`config.mk`:
```
export PLATFORM = sky130hd
export DESIGN_NAME = sdram_init_monitor
export DESIGN_NICKNAME = d
export VERILOG_FILES = /design/src/rtl/sdram_cmd_pkg.sv /design/src/rtl/sdram_gap_timer.sv /design/src/rtl/sdram_init_monitor.sv
export SDC_FILE = /design/constraint.sdc
export NUM_CORES = 1
export LEC_CHECK = 0
export ABC_CLOCK_PERIOD_IN_PS = 3300
export CAP_MARGIN = 20
export CORE_ASPECT_RATIO = 0.6
export CORE_MARGIN = 2
export CORE_UTILIZATION = 53
export DETAILED_ROUTE_END_ITERATION = 6
export PLACE_DENSITY_LB_ADDON = 0.05
export SYNTH_ARGS = -nofsm -noshare
export SYNTH_HDL_FRONTEND = slang
export SYNTH_SLANG_ARGS = --single-unit
```
`constraint.sdc`:
```
create_clock -name sys_clk -period 3.3 [get_ports sys_clk]
set_input_delay 0.825 -clock sys_clk [delete_from_list [all_inputs] [get_ports sys_clk]]
set_output_delay 0.825 -clock sys_clk [all_outputs]
set_load 0.05 [all_outputs]
```
`src/rtl/sdram_cmd_pkg.sv`:
```
// Shared SDRAM command encodings, error causes and init-monitor FSM states.
// Optional mode-word validation helper, used when INIT_MON_MODE_CHECK_EN is defined.
package sdram_cmd_pkg;

  // {cs_n, ras_n, cas_n, we_n}
  localparam logic [3:0] CODE_NOP = 4'b0111;
  localparam logic [3:0] CODE_PRE = 4'b0010;
  localparam logic [3:0] CODE_AR  = 4'b0001;
  localparam logic [3:0] CODE_MRS = 4'b0000;

  typedef enum logic [2:0] {
    CMD_NOP,
    CMD_PRE,
    CMD_AR,
    CMD_MRS,
    CMD_OTHER
  } cmd_t;

  typedef enum logic [2:0] {
    ERR_NONE      = 3'd0,
    ERR_EARLY_CMD = 3'd1,
    ERR_BAD_SEQ   = 3'd2,
    ERR_NO_PALL   = 3'd3,
    ERR_TIMING    = 3'd4,
    ERR_BAD_MODE  = 3'd5
  } err_t;

  typedef enum logic [2:0] {
    S_POWERUP,
    S_WAIT_PRE,
    S_WAIT_AR,
    S_WAIT_MRS,
    S_MRD,
    S_READY,
    S_ERROR
  } state_t;

  // A deselected chip (cs_n=1) is a NOP whatever the other strobes say.
  function automatic cmd_t decode_cmd(input logic [3:0] code);
    cmd_t d;
    d = CMD_OTHER;
    if (code[3] || code == CODE_NOP) d = CMD_NOP;
    else if (code == CODE_PRE)       d = CMD_PRE;
    else if (code == CODE_AR)        d = CMD_AR;
    else if (code == CODE_MRS)       d = CMD_MRS;
    return d;
  endfunction

  // Legal mode word: reserved bits clear, CL 2 or 3, BL 1/2/4/8 or full page
  // (full page only with sequential burst type).
  function automatic logic mode_word_ok(input logic [11:0] a);
    logic cl_ok;
    logic bl_ok;
    cl_ok = (a[6:4] == 3'b010) || (a[6:4] == 3'b011);
    bl_ok = (a[2] == 1'b0) || (a[2:0] == 3'b111 && !a[3]);
    return (a[11:10] == 2'b00) && (a[8:7] == 2'b00) && cl_ok && bl_ok;
  endfunction

endpackage

```
`src/rtl/sdram_gap_timer.sv`:
```
// Saturating cycles-since-last-command counter; min_ok says the command now on
// the bus respects the minimum spacing required by the previous command.
module sdram_gap_timer (
  input  logic       sys_clk,
  input  logic       sys_rst,
  input  logic       cmd_strobe,
  input  logic [3:0] cmd_min,
  output logic       min_ok
);

  logic [3:0] cnt;
  logic [3:0] req;

  // NOTE: sequential state uses non-blocking assignments so every register
  // samples pre-edge values, independent of statement order.
  always_ff @(posedge sys_clk or negedge sys_rst) begin
    if (!sys_rst) begin
      cnt <= '0;
      req <= '0;
    end else if (cmd_strobe) begin
      cnt <= '0;
      req <= cmd_min;
    end else if (cnt != 4'hF) begin
      cnt <= cnt + 4'd1;
    end
  end

  // cnt is cleared at the command edge, so the gap seen at this edge is cnt+1.
  assign min_ok = ({1'b0, cnt} + 5'd1) >= {1'b0, req};

endmodule

```
`src/rtl/sdram_init_monitor.sv`:
```
// Checks the SDRAM power-up init command stream and captures the mode register.
// Define INIT_MON_MODE_CHECK_EN to validate MRS words (bad word -> BAD_MODE).
module sdram_init_monitor
  import sdram_cmd_pkg::*;
#(
  parameter int T_POWERUP = 10000,
  parameter int T_RP      = 1,
  parameter int T_RFC     = 4,
  parameter int T_MRD     = 2,
  parameter int N_REFRESH = 2
) (
  input  logic        sys_clk,
  input  logic        sys_rst,
  input  logic [3:0]  cmd_in,
  input  logic [11:0] addr_in,
  output logic        sdram_ready,
  output logic        init_err,
  output logic [2:0]  err_code,
  output logic [11:0] mode_reg,
  output logic [1:0]  refresh_seen
);

  localparam int PWR_W = (T_POWERUP > 1) ? $clog2(T_POWERUP) : 1;
  localparam int MRD_W = (T_MRD > 1) ? $clog2(T_MRD) : 1;

  state_t           state;
  err_t             err_q;
  err_t             viol;
  logic [PWR_W-1:0] pwr_cnt;
  logic [MRD_W-1:0] mrd_cnt;
  cmd_t             cmd;
  logic             is_nop;
  logic             pall;
  logic             mode_ok;
  logic             gap_ok;
  logic [3:0]       cmd_min;
  logic [1:0]       ref_inc;

  assign cmd     = decode_cmd(cmd_in);
  assign is_nop  = (cmd == CMD_NOP);
  assign pall    = addr_in[10];
  assign ref_inc = (refresh_seen == 2'd3) ? 2'd3 : refresh_seen + 2'd1;

`ifdef INIT_MON_MODE_CHECK_EN
  assign mode_ok = mode_word_ok(addr_in);
`else
  assign mode_ok = 1'b1;
`endif

  // NOTE: every always_comb output gets a default first so no path can
  // leave it unassigned and infer a latch.
  always_comb begin
    cmd_min = 4'd0;
    case (cmd)
      CMD_PRE: cmd_min = 4'(T_RP);
      CMD_AR:  cmd_min = 4'(T_RFC);
      CMD_MRS: cmd_min = 4'(T_MRD);
      default: cmd_min = 4'd0;
    endcase
  end

  sdram_gap_timer u_gap_timer (
    .sys_clk    (sys_clk),
    .sys_rst    (sys_rst),
    .cmd_strobe (!is_nop),
    .cmd_min    (cmd_min),
    .min_ok     (gap_ok)
  );

  always_comb begin
    viol = ERR_NONE;
    case (state)
      S_POWERUP:  if (!is_nop) viol = ERR_EARLY_CMD;
      S_WAIT_PRE: begin
        if (cmd == CMD_PRE && !pall)            viol = ERR_NO_PALL;
        else if (!is_nop && cmd != CMD_PRE)     viol = ERR_BAD_SEQ;
      end
      S_WAIT_AR: begin
        if (cmd == CMD_PRE && !pall)            viol = ERR_NO_PALL;
        else if (cmd == CMD_MRS || cmd == CMD_OTHER) viol = ERR_BAD_SEQ;
      end
      S_WAIT_MRS: begin
        if (cmd == CMD_OTHER || cmd == CMD_PRE) viol = ERR_BAD_SEQ;
        else if (cmd == CMD_MRS && !mode_ok)    viol = ERR_BAD_MODE;
      end
      S_MRD:      if (!is_nop) viol = ERR_TIMING;
      S_READY:    if (cmd == CMD_MRS && !mode_ok) viol = ERR_BAD_MODE;
      default:    viol = ERR_NONE;
    endcase
    // Spacing violations outrank any sequence error raised on the same command.
    if (state != S_POWERUP && state != S_ERROR && !is_nop && !gap_ok)
      viol = ERR_TIMING;
  end

  always_ff @(posedge sys_clk or negedge sys_rst) begin
    if (!sys_rst) begin
      state        <= S_POWERUP;
      pwr_cnt      <= '0;
      mrd_cnt      <= '0;
      sdram_ready  <= 1'b0;
      init_err     <= 1'b0;
      err_q        <= ERR_NONE;
      mode_reg     <= '0;
      refresh_seen <= '0;
    end else if (viol != ERR_NONE) begin
      state       <= S_ERROR;
      sdram_ready <= 1'b0;
      init_err    <= 1'b1;
      err_q       <= viol;
    end else begin
      case (state)
        S_POWERUP: begin
          if (pwr_cnt == PWR_W'(T_POWERUP - 1)) state <= S_WAIT_PRE;
          else pwr_cnt <= pwr_cnt + PWR_W'(1);
        end
        S_WAIT_PRE: if (cmd == CMD_PRE) state <= S_WAIT_AR;
        S_WAIT_AR: begin
          if (cmd == CMD_AR) begin
            refresh_seen <= ref_inc;
            if (int'(refresh_seen) + 1 >= N_REFRESH) state <= S_WAIT_MRS;
          end
        end
        S_WAIT_MRS: begin
          if (cmd == CMD_AR) begin
            refresh_seen <= ref_inc;
          end else if (cmd == CMD_MRS) begin
            mode_reg <= addr_in;
            mrd_cnt  <= '0;
            state    <= S_MRD;
          end
        end
        S_MRD: begin
          if (mrd_cnt == MRD_W'(T_MRD - 1)) begin
            state       <= S_READY;
            sdram_ready <= 1'b1;
          end else begin
            mrd_cnt <= mrd_cnt + MRD_W'(1);
          end
        end
        S_READY: if (cmd == CMD_MRS) mode_reg <= addr_in;
        default: ;
      endcase
    end
  end

  assign err_code = err_q;

endmodule

```
## Word level (Yosys, flattened, before mapping)

Index checks and enable logic that the tools add are counted.

| storage, ports and cells | value |
|---|---|
| flip-flop bits (word level) | 45 |
| output and inout bits | 19 |
| word-level logic and storage cells | 111 |

| operators by class | value |
|---|---|
| add/sub/neg operators | 6 |
| order comparisons | 2 |
| eq/ne operators | 27 |
| muxes and demuxes | 36 |
| bitwise logic cells | 2 |
| reductions and logical operators | 28 |

Operators by type and width:

| kind | number |
|---|---|
| $mux W3 | 14 |
| $pmux W3 S5 | 2 |
| $mux W12 | 2 |
| $ne A3 B3 Y1 const B | 8 |
| $pmux W12 S2 | 1 |
| $add A14 B1 Y14 const B | 1 |
| $eq A14 B14 Y1 const B | 1 |
| $eq A3 B2 Y1 const B | 4 |
| $mux W2 | 6 |
| $eq A3 B3 Y1 const B | 3 |
| $pmux W3 S3 | 1 |
| $reduce_and A3 Y1 | 3 |
| $mux W4 | 2 |
| $reduce_and A8 Y1 | 1 |
| $reduce_bool A2 Y1 | 4 |
| $mux W1 | 7 |
| $eq A3 B1 Y1 const B | 2 |
| $logic_not A3 Y1 | 2 |
| $reduce_bool A3 Y1 | 2 |
| $reduce_bool A6 Y1 | 1 |
| $add A4 B1 Y5 const B | 1 |
| $ge A5 B4 Y1 | 1 |
| $logic_and A1 B1 Y1 | 5 |
| $add A4 B1 Y4 const B | 1 |
| other kinds (20) | 26 |

## Logic depth before layout (Yosys ltp)

Gate-level depths: netlist of the first run.

| logic depth | value |
|---|---|
| depth in word-level cells | 15 |
| mapped depth | 10 |
| gate-level depth less buffers | 9 |

## Modules after synthesis

Synthesis of the first run repeated with hierarchy kept, for this count alone.

| second synthesis, totals | value |
|---|---|
| cells, all modules | 212 |
| area total of the unflattened synthesis | 2358.5 µm² |

Modules (own cells, without submodules):

| module | times used | cells each | area each (µm²) | seq. area each (µm²) |
|---|---|---|---|---|
| sdram_init_monitor | 1 | 167 | 1905.6 | 925.9 |
| sdram_gap_timer | 1 | 45 | 452.9 | 200.2 |

## Worst setup path after synthesis of the first run

OpenSTA, ideal clock, no wires.

| timing | value |
|---|---|
| kind | input to register |
| start point | input port cmd_in[3] |
| end point | register state[2] |
| arrival | 2.517 ns |
| setup slack | 0.652 ns |
| stages | 7 |
| path through | buf_6 or4b_4 o211ai_1 o221ai_2 and3_1 nand2b_4 or3_1 |

| between the ends | value |
|---|---|
| cells in the longest elaborated chain, start to end | 15 |
| elaborated cells on any way between the ends | 42 |

RTL lines:

| what | line | RTL |
|---|---|---|
| start, declared | sdram_init_monitor.sv:14 | `input logic [3:0] cmd_in,` |
| $logic_not A4 Y1 | sdram_cmd_pkg.sv:45 | `else if (code == CODE_MRS) d = CMD_MRS;` |
| $mux W3 | sdram_cmd_pkg.sv:45 |  |
| $mux W3 | sdram_cmd_pkg.sv:44 | `else if (code == CODE_AR) d = CMD_AR;` |
| $mux W3 | sdram_cmd_pkg.sv:43 | `else if (code == CODE_PRE) d = CMD_PRE;` |
| $mux W3 * | sdram_cmd_pkg.sv:42 | `if (code[3] \|\| code == CODE_NOP) d = CMD_NOP;` |
| $logic_not A3 Y1 | sdram_init_monitor.sv:40 | `assign is_nop = (cmd == CMD_NOP);` |
| $logic_not A1 Y1 | sdram_init_monitor.sv:76, sdram_init_monitor.sv:91 |  |
| $logic_and A1 B1 Y1 | sdram_init_monitor.sv:76 | `else if (!is_nop && cmd != CMD_PRE) viol = ERR_BAD_SEQ;` |
| $mux W2 | sdram_init_monitor.sv:76 |  |
| $mux W2 | sdram_init_monitor.sv:75 | `if (cmd == CMD_PRE && !pall) viol = ERR_NO_PALL;` |
| $pmux W3 S5 | sdram_init_monitor.sv:72 | `case (state)` |
| $mux W3 | sdram_init_monitor.sv:91 | `if (state != S_POWERUP && state != S_ERROR && !is_nop && !gap_ok)` |
| $reduce_bool A3 Y1 | sdram_init_monitor.sv:105 | `end else if (viol != ERR_NONE) begin` |
| $reduce_bool A6 Y1 (no line) or $ne A3 B3 Y1 (tied branches) | -- |  |
| $reduce_and A8 Y1 (no line) | -- |  |
| end, declared | sdram_init_monitor.sv:26 | `state_t state;` |

Mark *: on every way between the ends. The rest lies on a longest branch, timed or not.
A chain may end at the register's enable or synchronous reset.

## Worst setup path in the final report of the first run

| timing | value |
|---|---|
| start point | input port addr_in[10] |
| end point | register state[2] |

| between the ends | value |
|---|---|
| cells in the longest elaborated chain, start to end | 8 |
| elaborated cells on any way between the ends | 17 |

RTL lines:

| what | line | RTL |
|---|---|---|
| start, declared | sdram_init_monitor.sv:15 | `input logic [11:0] addr_in,` |
| $logic_not A1 Y1 * | sdram_init_monitor.sv:75, sdram_init_monitor.sv:79 |  |
| $logic_and A1 B1 Y1 * | sdram_init_monitor.sv:75, sdram_init_monitor.sv:79 |  |
| $mux W2, on equally long branches | sdram_init_monitor.sv:79, sdram_init_monitor.sv:75 |  |
| $pmux W3 S5 * | sdram_init_monitor.sv:72 |  |
| $mux W3 * | sdram_init_monitor.sv:91 |  |
| $reduce_bool A3 Y1 * | sdram_init_monitor.sv:105 |  |
| $reduce_bool A6 Y1 (no line) or $ne A3 B3 Y1 (tied branches) | -- |  |
| $reduce_and A8 Y1 (no line) | -- |  |

Marks and branches as above.

==> results of run 1 <==
-- cell type report --
cell class | count | share of cell area (%)
inverter | 8 | 1.066
clock buffer | 5 | 2.443
tap | 60 | 2.665
multi-input combinational | 144 | 38.52
clock inverter | 3 | 0.6664
sequential | 44 | 39.09
timing repair buffer | 47 | 15.55
-- stage by stage --
| stage | util [%] | setup slack (ps) |
|---|---|---|
| after floorplan | - | 651.7 |
| after global placement | 66.21 | 256.0 |
| after detailed placement | 66.21 | 178.5 |
| after CTS | 68.34 | 488.4 |
| after global routing | 68.34 | 318.3 |
| final | 68.34 | 468.3 |
-- cells in the mapped netlist, types with 3 or more instances --
cell	count
nor3_1	4
clkbuf_1	3
nor2b_1	4
nand3_2	3
nand3_1	4
buf_6	3
and3_1	6
buf_2	4
a211o_1	3
nand2b_1	3
a31oi_1	4
o21ai_0	4
dfrtp_1	44
nor2_1	13
ha_1	5
a21o_1	3
xnor2_1	15
nand2_1	16
inv_1	8
a21oi_1	3
xor2_1	3
mux2_2	13
-- cells by family after synthesis --
group                      Yosys count  synth area share [%]
AOI/OAI and AO/OA                   36                 12.78
muxes                               14                 6.857
buffers and inverters               18                 4.169
adders and majority gates            5                 2.743
xor gates and xnor gates            18                 6.912
DFF                                 44                 48.27
and+or+nand+nor                     71                 18.27
-- power by group through the flow --
stage | Sequential (mW) | Combinational [mW] | Clock [mW]
CTS | 0.769 | 0.871 | 0.331
global placement | 0.771 | 0.853 | 0
finish | 0.772 | 0.870 | 0.323
global route | 0.786 | 0.926 | 0.362
detailed placement | 0.781 | 0.868 | 0
floorplan | 1.01 | 0.317 | 0
-- path summary, 6_finish.rpt --
| check | start | to |
|---|---|---|
| max in group asynchronous | sys_rst | mode_reg[9] |
| worst max register to register | u_gap_timer.cnt[0] | mode_reg[6] |
| worst min-delay path | pwr_cnt[13] | pwr_cnt[13] |
| worst min register to register | pwr_cnt[13] | pwr_cnt[13] |
| worst max-delay path | addr_in[10] | state[2] |
| min in group asynchronous | sys_rst | err_code[1] |
-- metal layers --
layer  up-vias  track usage [%]
met4         0            6.061
met2        87            28.36
li1        830                -
met3        12            7.692
met5         -                0
met1       822            29.25
-- cells in the final DEF (no fill, tap or decap), drive strengths merged, types with 5 or more instances in the layout --
master	instances
dfrtp	44
clkdlybuf4s50	35
nand2	16
xnor2	15
nor2	13
mux2	13
buf	12
inv	8
nand3	7
and3	6
ha	5
clkbuf	5
a31oi	5
o21ai	5
==> summary.txt, run 1 <==
Outcome
  • Status: finished clean

Timing
  • Unrepaired setup endpoints after global routing: false
  • Fin crit period: 2832 ps
  • Slew Viols, Final: 0
  • Final Hold Viols: 0
  • Fin Hold WS: 469.6 ps
  • Worst-Margin Slew: 951.0 ps
  • Final worst-path cycle share: 85.81%
  • Setup TNS: 0 ps
  • Post-Route Skew: 4.934 ps
  • Final setup viols: 0
  • Fmax: 353.1 MHz
  • Slew Limit Headroom: 36.60%

Place
  • DP Cell Count: 303
  • Buffers on Ports: 36
  • Post-DP Area: 0.002729 mm2
  • DP HPWL: 3.495 mm
  • RePlAce Congestion: 0.9437

Clock tree
  • Worst-skew pair later-pin latency: 290 ps
  • Clock Pin Slew Worst Setup and Hold Paths: 80 ps
  • Post-CTS setup buffer count: 0
  • Clock sink count: 44
  • H-tree Lvls: 2
  • CTS tree: built
  • Post-cts repair resize count: 0
  • # hold bufs at CTS: 0
  • Root Buffer: clkbuf_8
  • Clock buffer depth: 2
  • CTS Buf Count: 5

GRT
  • Tot GR Track Use: 20.32%
  • First-pass GRT wire length: 7.424 mm
  • GR Overflow Total: 0
  • Vias in the first global route: 1631
  • Initial antenna violation count: 0
  • Largest net degree at the start of global routing: 45

Routing
  • DRT iter0 DRCs: 96
  • Top routing layer used: met4
  • Met2 routed WL: 1.863 mm
  • DR WL/cell: 14.99 um
  • Post-route ant nets: 0
  • Final WL: 4.661 mm
  • DRC errors left: 0
  • Met1 wire length: 2.260 mm
  • WL met3: 479 um
  • Via density: 5.630
  • Number of detailed-route iterations in the first pass: 4
  • Via count: 1751

Min path
  • Worst hold path class: flip-flop to flip-flop
  • Hold path cells: 1

Critical path
  • Worst R2R Setup Slack: 510 ps
  • Worst r2r path cells: 9
  • Critical path's top delay family: simple AND/OR/NAND/NOR gates
  • Critical path class: input pin to flip-flop
  • Crit Path Max Fanout: 6
  • Worst Path Required: 3470 ps
  • WP buf/inv: 1
  • Critical Path Stages: 7
  • CP Capture Type: flip-flop
  • Cell Chain, Critical Path: clkdlybuf4s50_1 -> or4bb_1 -> a21oi_1 -> o221ai_2 -> and3_1 -> nand2b_4 -> or3_1
  • WP data arrival: 3000 ps
  • Max incr delay on CP: 560 ps
  • CP startpoint kind: input pin
  • CP max stage cell: clkdlybuf4s50_1

Power
  • Int Power: 1.149 mW
  • Seq pwr share: 39.3%
  • Sw Share: 41.52%
  • Static Leak: 1.260 nW
  • Peak supply drop: 373.9 uV
  • PwrDens: 697.4 mW/mm2
  • Clock network fraction of design power: 16.4%
  • Tot Pwr: 1.964 mW
  • Comb pwr share: 44.3%
  • P_sw: 815.6 uW

Finish
  • Final cell count without fillers: 311
  • Final-stage net count: 273
  • Largest register FFs: 14
  • Post-Layout Inst Area: 0.002816 mm2
  • Fillers: 329
  • Multi-input gate area: 0.001085 mm2
  • Layout overhead on the synthesized area: 23.48%
  • Layout cell share with drive strength beyond 1: 18.33%
  • FF/Latch Area: 0.001101 mm2
  • Ant diodes: 0

Flow run
  • Max-Cap Viols: 0

Synth
  • Yosys cell types: 51
  • Post-synth EDFFs: 0
  • Synthesis Warnings: 0
  • Post-Syn Instances: 206
  • Ys async rst share: 100.0%
  • Top cell type's share of synthesized area: 48.27%
  • Syn Area/Cell: 11.07 um2
  • Dominant cells by area after synthesis: dfrtp_1, mux2_2, xnor2_1
  • Post-synthesis register bit count: 44
  • Most used DFF post-synth: dfrtp_1
  • Post-Syn Area: 0.002281 mm2
  • Cell accounting for the most synthesized area: dfrtp_1
  • Seq/Total Area, Yosys: 48.27%
  • Net Count, Synth: 229

Floorplan
  • # IOs: 37
  • Initial Utilization: 55.34%
  • Core Footprint: 0.004121 mm2
  • Die X: 88.69 um
  • Die Y: 54.82 um
  • Die footprint: 0.004862 mm2
  • Site Rows: 18
(Power assumes the default switching activity.)
==> run 2, diff against run 1 <==
--- a/config.mk
+++ b/config.mk
@@ -5,12 +5,13 @@
 export SDC_FILE = /design/constraint.sdc
 export NUM_CORES = 1
 export LEC_CHECK = 0
-export ABC_CLOCK_PERIOD_IN_PS = 3300
+export ABC_CLOCK_PERIOD_IN_PS = 3100
 export CAP_MARGIN = 20
 export CORE_ASPECT_RATIO = 0.6
 export CORE_MARGIN = 2
 export CORE_UTILIZATION = 53
 export DETAILED_ROUTE_END_ITERATION = 6
+export MAX_ROUTING_LAYER = met4
 export PLACE_DENSITY_LB_ADDON = 0.05
 export SYNTH_ARGS = -nofsm -noshare
 export SYNTH_HDL_FRONTEND = slang
==> constraint.sdc (replaced) <==
create_clock -name sys_clk -period 3.1 [get_ports sys_clk]
set_input_delay 0.775 -clock sys_clk [delete_from_list [all_inputs] [get_ports sys_clk]]
set_output_delay 0.775 -clock sys_clk [all_outputs]
set_load 0.05 [all_outputs]
==> summary.txt, run 2 (synthesized netlist as in run 1, its figures left out) <==
Outcome
  • Status: finished clean

Critical path
  • Crit Path Max Fanout: 14
  • FF-to-FF End: mode_reg[4]
  • CP startpoint kind: input pin
  • CP Capture Type: flip-flop
  • Worst R2R Setup Slack: 290 ps
  • Critical path class: input pin to flip-flop
  • Worst Setup SP: cmd_in[3]
  • R2r startpoint: u_gap_timer.cnt[0]
  • Worst Path Required: 3280 ps
  • WP data arrival: 3110 ps
  • Cell Chain, Critical Path: clkdlybuf4s50_1 -> or4b_4 -> o211ai_1 -> o221ai_2 -> a31oi_4 -> buf_4 -> nand3_2 -> xnor2_1
  • CP max stage cell: or4b_4
  • Max incr delay on CP: 570 ps
  • Worst r2r path cells: 9

Timing
  • Final worst slack: 169.3 ps
  • Post-Route Skew: 3.238 ps
  • Fmax: 341.2 MHz
  • Unrepaired setup endpoints after global routing: false
  • Final worst-path cycle share: 94.54%
  • Worst-Margin Slew: 952.2 ps
  • Final Hold Viols: 0
  • Slew Viols, Final: 0
  • Fin crit period: 2931 ps
  • Slew Limit Headroom: 36.52%
  • Final setup viols: 0

GRT
  • Initial antenna violation count: 0
  • Largest net degree at the start of global routing: 45
  • Vias in the first global route: 1657
  • Met2 GRT Util: 34.20%
  • Met1 Use GR: 31.62%
  • First-pass GRT wire length: 7.983 mm
  • GR Overflow Total: 0
  • Tot GR Track Use: 23.00%
  • Busiest grt layer: met2
  • Met3 GRT Util: 5.732%

Min path
  • Hold path cells: 1
  • Hold path start: init_err
  • Worst hold path class: flip-flop to flip-flop
  • Worst Hold Path EP: init_err

Place
  • RePlAce Congestion: 0.8780
  • Pre-CTS setup slack: -116.9 ps
  • Post-DP Area: 0.002736 mm2
  • DP Cell Count: 304
  • Buffers on Ports: 36
  • DP HPWL: 3.619 mm

Power
  • Static Leak: 1.271 nW
  • Peak supply drop: 502.0 uV
  • PwrDens: 768.1 mW/mm2

Clock tree
  • CTS tree: built
  • # hold bufs at CTS: 0
  • H-tree Lvls: 2
  • Worst-skew pair later-pin latency: 290 ps
  • CTS Buf Count: 5
  • Post-cts repair resize count: 0
  • Clock sink count: 44
  • Clock buffer depth: 2
  • Post-CTS setup buffer count: 0
  • Root Buffer: clkbuf_8
  • Clock Pin Slew Worst Setup and Hold Paths: 80 ps

Routing
  • DR WL/cell: 15.56 um
  • DRT iter0 DRCs: 68
  • Final WL: 4.855 mm
  • DRC errors left: 0
  • Number of detailed-route iterations in the first pass: 5
  • Post-route ant nets: 0
  • Via count: 1710
  • Via density: 5.481

Flow run
  • Max-Cap Viols: 0

Finish
  • Layout overhead on the synthesized area: 25.01%
  • Commonest non-fill, non-tap cells in the layout: dfrtp_1, clkdlybuf4s50_1, nand2_1
  • FF/Latch Area: 0.001101 mm2
  • Ant diodes: 0
  • Post-Layout Inst Area: 0.002851 mm2
  • Most common cell after layout, fill and taps aside: dfrtp_1
  • Multi-input gate area: 0.001085 mm2
  • Final-stage net count: 274
  • Layout cell share with drive strength beyond 1: 18.65%
  • Largest register FFs: 14
  • Fillers: 308
  • Final cell count without fillers: 312

Floorplan
  • Initial Utilization: 55.34%
  • Die Y: 54.82 um
  • Die footprint: 0.004862 mm2
  • Core Footprint: 0.004121 mm2
  • Site Rows: 18
  • Die X: 88.69 um
  • # IOs: 37
==> run 2: cell count changes in the layout (fill, tap and decap cells not counted), sizes merged <==
cell	change
buf	+1
bufinv	+1
clkinv	-3
inv	+1
clkinvlp	+1
==> run 2: final cells by class <==
cell class | count | share of cell area [%]
clock buffer | 5 | 2.413
tap | 60 | 2.633
timing repair buffer | 48 | 15.62
sequential | 44 | 38.61
multi-input combinational | 144 | 38.04
inverter | 8 | 1.053
clock inverter | 3 | 1.624
==> run 2: per-layer routing <==
metal  vias up  share of wire (%)
li1        830                  -
met1       810                 49
met2        64                 43
met3         6                7.4
met4         0               0.95
met5         -                  0
==> run 2: worst max-delay path by stage <==
stage	endpoint	cells after the start
2_1_floorplan	mode_reg[10]	10
3_3_place_gp	pwr_cnt[8]	8
3_5_place_dp	pwr_cnt[8]	8
4_1_cts	pwr_cnt[1]	6
5_1_grt	mode_reg[4]	9
6_report	pwr_cnt[8]	8
==> run 2: per-stage QoR <==
| step | setup TNS (ps) | hold WS (ps) | total power, mW | utilization (%) |
|---|---|---|---|---|
| floorplan | 0 | 436.8 | 1.416 | - |
| global placement | 0 | 454.2 | 1.721 | 66.39 |
| detailed placement | -477.5 | 459.8 | 1.762 | 66.39 |
| CTS | 0 | 491.4 | 2.208 | 69.19 |
| global route | 0 | 515.6 | 2.316 | 69.19 |
| finish | 0 | 483.8 | 2.190 | 69.19 |
==> run 2: report_power, final <==
part	total (mW)	internal, mW	switching [mW]
logic	0.926	0.366	0.559
clock network	0.439	0.243	0.197
registers	0.826	0.701	0.124
==> run 2: critical path: cells and delay by family <==
| kind | cells | cell delay, ps |
|---|---|---|
| XOR/XNOR | 1 | 140 |
| AND/OR/NAND/NOR | 2 | 640 |
| AO/OA/AOI/OAI | 3 | 930 |
| buffers and inverters | 2 | 630 |
==> run 3, diff against run 2 <==
--- a/config.mk
+++ b/config.mk
@@ -5,7 +5,6 @@
 export SDC_FILE = /design/constraint.sdc
 export NUM_CORES = 1
 export LEC_CHECK = 0
-export ABC_CLOCK_PERIOD_IN_PS = 3100
 export CAP_MARGIN = 20
 export CORE_ASPECT_RATIO = 0.6
 export CORE_MARGIN = 2
@@ -13,6 +12,7 @@
 export DETAILED_ROUTE_END_ITERATION = 6
 export MAX_ROUTING_LAYER = met4
 export PLACE_DENSITY_LB_ADDON = 0.05
+export RECOVER_POWER = 50
 export SYNTH_ARGS = -nofsm -noshare
 export SYNTH_HDL_FRONTEND = slang
 export SYNTH_SLANG_ARGS = --single-unit
==> summary.txt, run 3 (synthesized netlist as in run 1, its figures left out) <==
Floorplan
  • # IOs: 37
  • Die Y: 54.82 um
  • Die X: 88.69 um
  • Core Footprint: 0.004121 mm2
  • Die footprint: 0.004862 mm2
  • Initial Utilization: 55.34%
  • Site Rows: 18

Clock tree
  • Clock buffer depth: 2
  • H-tree Lvls: 2
  • Post-cts repair resize count: 0
  • Root Buffer: clkbuf_8
  • Clock Pin Slew Worst Setup and Hold Paths: 80 ps
  • Post-CTS setup buffer count: 0
  • # hold bufs at CTS: 0
  • Worst-skew pair later-pin latency: 290 ps
  • CTS Buf Count: 5
  • Clock sink count: 44
  • CTS tree: built

Finish
  • Largest register FFs: 14
  • Fillers: 309
  • Layout cell share with drive strength beyond 1: 17.06%
  • Post-Layout Inst Area: 0.002839 mm2
  • Final-stage net count: 274
  • Ant diodes: 0
  • Most common cell after layout, fill and taps aside: dfrtp_1
  • Layout overhead on the synthesized area: 24.47%
  • Fin util: 68.88%
  • Commonest non-fill, non-tap cells in the layout: dfrtp_1, clkdlybuf4s50_1, nand2_1

Critical path
  • Worst R2R Setup Slack: 300 ps
  • CP Capture Type: flip-flop
  • Crit Path Max Fanout: 14
  • Worst Setup SP: cmd_in[1]
  • R2r startpoint: u_gap_timer.cnt[0]
  • FF-to-FF End: mode_reg[4]
  • Worst r2r path cells: 9
  • Crit path capture: pwr_cnt[8]
  • Worst Path Required: 3280 ps
  • Critical path class: input pin to flip-flop
  • WP data arrival: 3150 ps
  • CP startpoint kind: input pin

Routing
  • Via count: 1700
  • DRT iter0 DRCs: 78
  • DRC errors left: 0
  • Via density: 5.449
  • Post-route ant nets: 0
  • Number of detailed-route iterations in the first pass: 4
  • DR WL/cell: 15.51 um
  • Final WL: 4.839 mm

Timing
  • Final setup viols: 0
  • Final worst slack: 131.4 ps
  • Final worst-path cycle share: 95.76%
  • Post-Route Skew: 3.030 ps
  • Unrepaired setup endpoints after global routing: false
  • Slew Viols, Final: 45
  • Fmax: 336.9 MHz
  • Fin crit period: 2969 ps
  • Slew Limit Headroom: -52.05%
  • Worst-Margin Slew: 2281 ps
  • Final Hold Viols: 0

GRT
  • Tot GR Track Use: 23.00%
  • First-pass GRT wire length: 7.983 mm
  • Vias in the first global route: 1657
  • Largest net degree at the start of global routing: 45
  • Initial antenna violation count: 0
  • GR Overflow Total: 0

Power
  • Peak supply drop: 500.0 uV
  • PwrDens: 768.9 mW/mm2
  • Static Leak: 1.256 nW

Flow run
  • Max-Cap Viols: 1

Place
  • DP HPWL: 3.619 mm
  • Buffers on Ports: 36
  • RePlAce Congestion: 0.8780
  • Post-DP Area: 0.002736 mm2
  • Pre-CTS setup slack: -116.9 ps

Outcome
  • Status: finished with violations
  • Failing checks: capacitance limit, slew limit

Min path
  • Worst hold path class: flip-flop to flip-flop
## run 3: worst max-delay path: stages
cell and delay (ps):
dlygate4sd3_1 560, or4b_4 490, o211ai_1 270, o221ai_2 190
a31oi_4 470, buf_4 190, nand3_2 70, xnor2_1 140
## run 3: layout make-up
cell class	count	area [um2]	share of cell area (%)
tap	60	75.07	2.644
clock buffer	5	68.82	2.424
multi-input combinational	144	1085	38.21
clock inverter	3	46.29	1.631
timing repair buffer	48	432.9	15.25
sequential	44	1101	38.78
inverter	8	30.03	1.058
## run 3: stage by stage
stage	cells	setup TNS, ps	hold WS (ps)	total power [mW]
floorplan	206	0	436.8	1.416
global placement	304	0	454.2	1.721
detailed placement	304	-477.5	459.8	1.762
CTS	312	0	491.4	2.208
global route	312	0	515.6	2.311
finish	312	0	484.2	2.183
## run 3: worst min path at each step
stage	start	to	slack [ps]	cells past startpoint
2_1_floorplan	pwr_cnt[10]	pwr_cnt[10]	440	1
3_3_place_gp	pwr_cnt[10]	pwr_cnt[10]	450	1
3_5_place_dp	init_err	init_err	460	1
4_1_cts	init_err	init_err	490	1
5_1_grt	init_err	init_err	520	1
6_report	init_err	init_err	480	1
## run 3: metal layers
metal	routed length [um]	up-vias	global-route usage, %
li1	-	827	-
met5	0	-	-
met1	2334	805	31.62
met4	46	0	6.313
met2	2073	62	34.20
met3	385	6	5.732
## run 3: report_power, final
part / total (mW) / switching, mW / internal [mW]
sequential: 0.824 / 0.123 / 0.701
clock: 0.439 / 0.196 / 0.243
combinational: 0.920 / 0.558 / 0.362
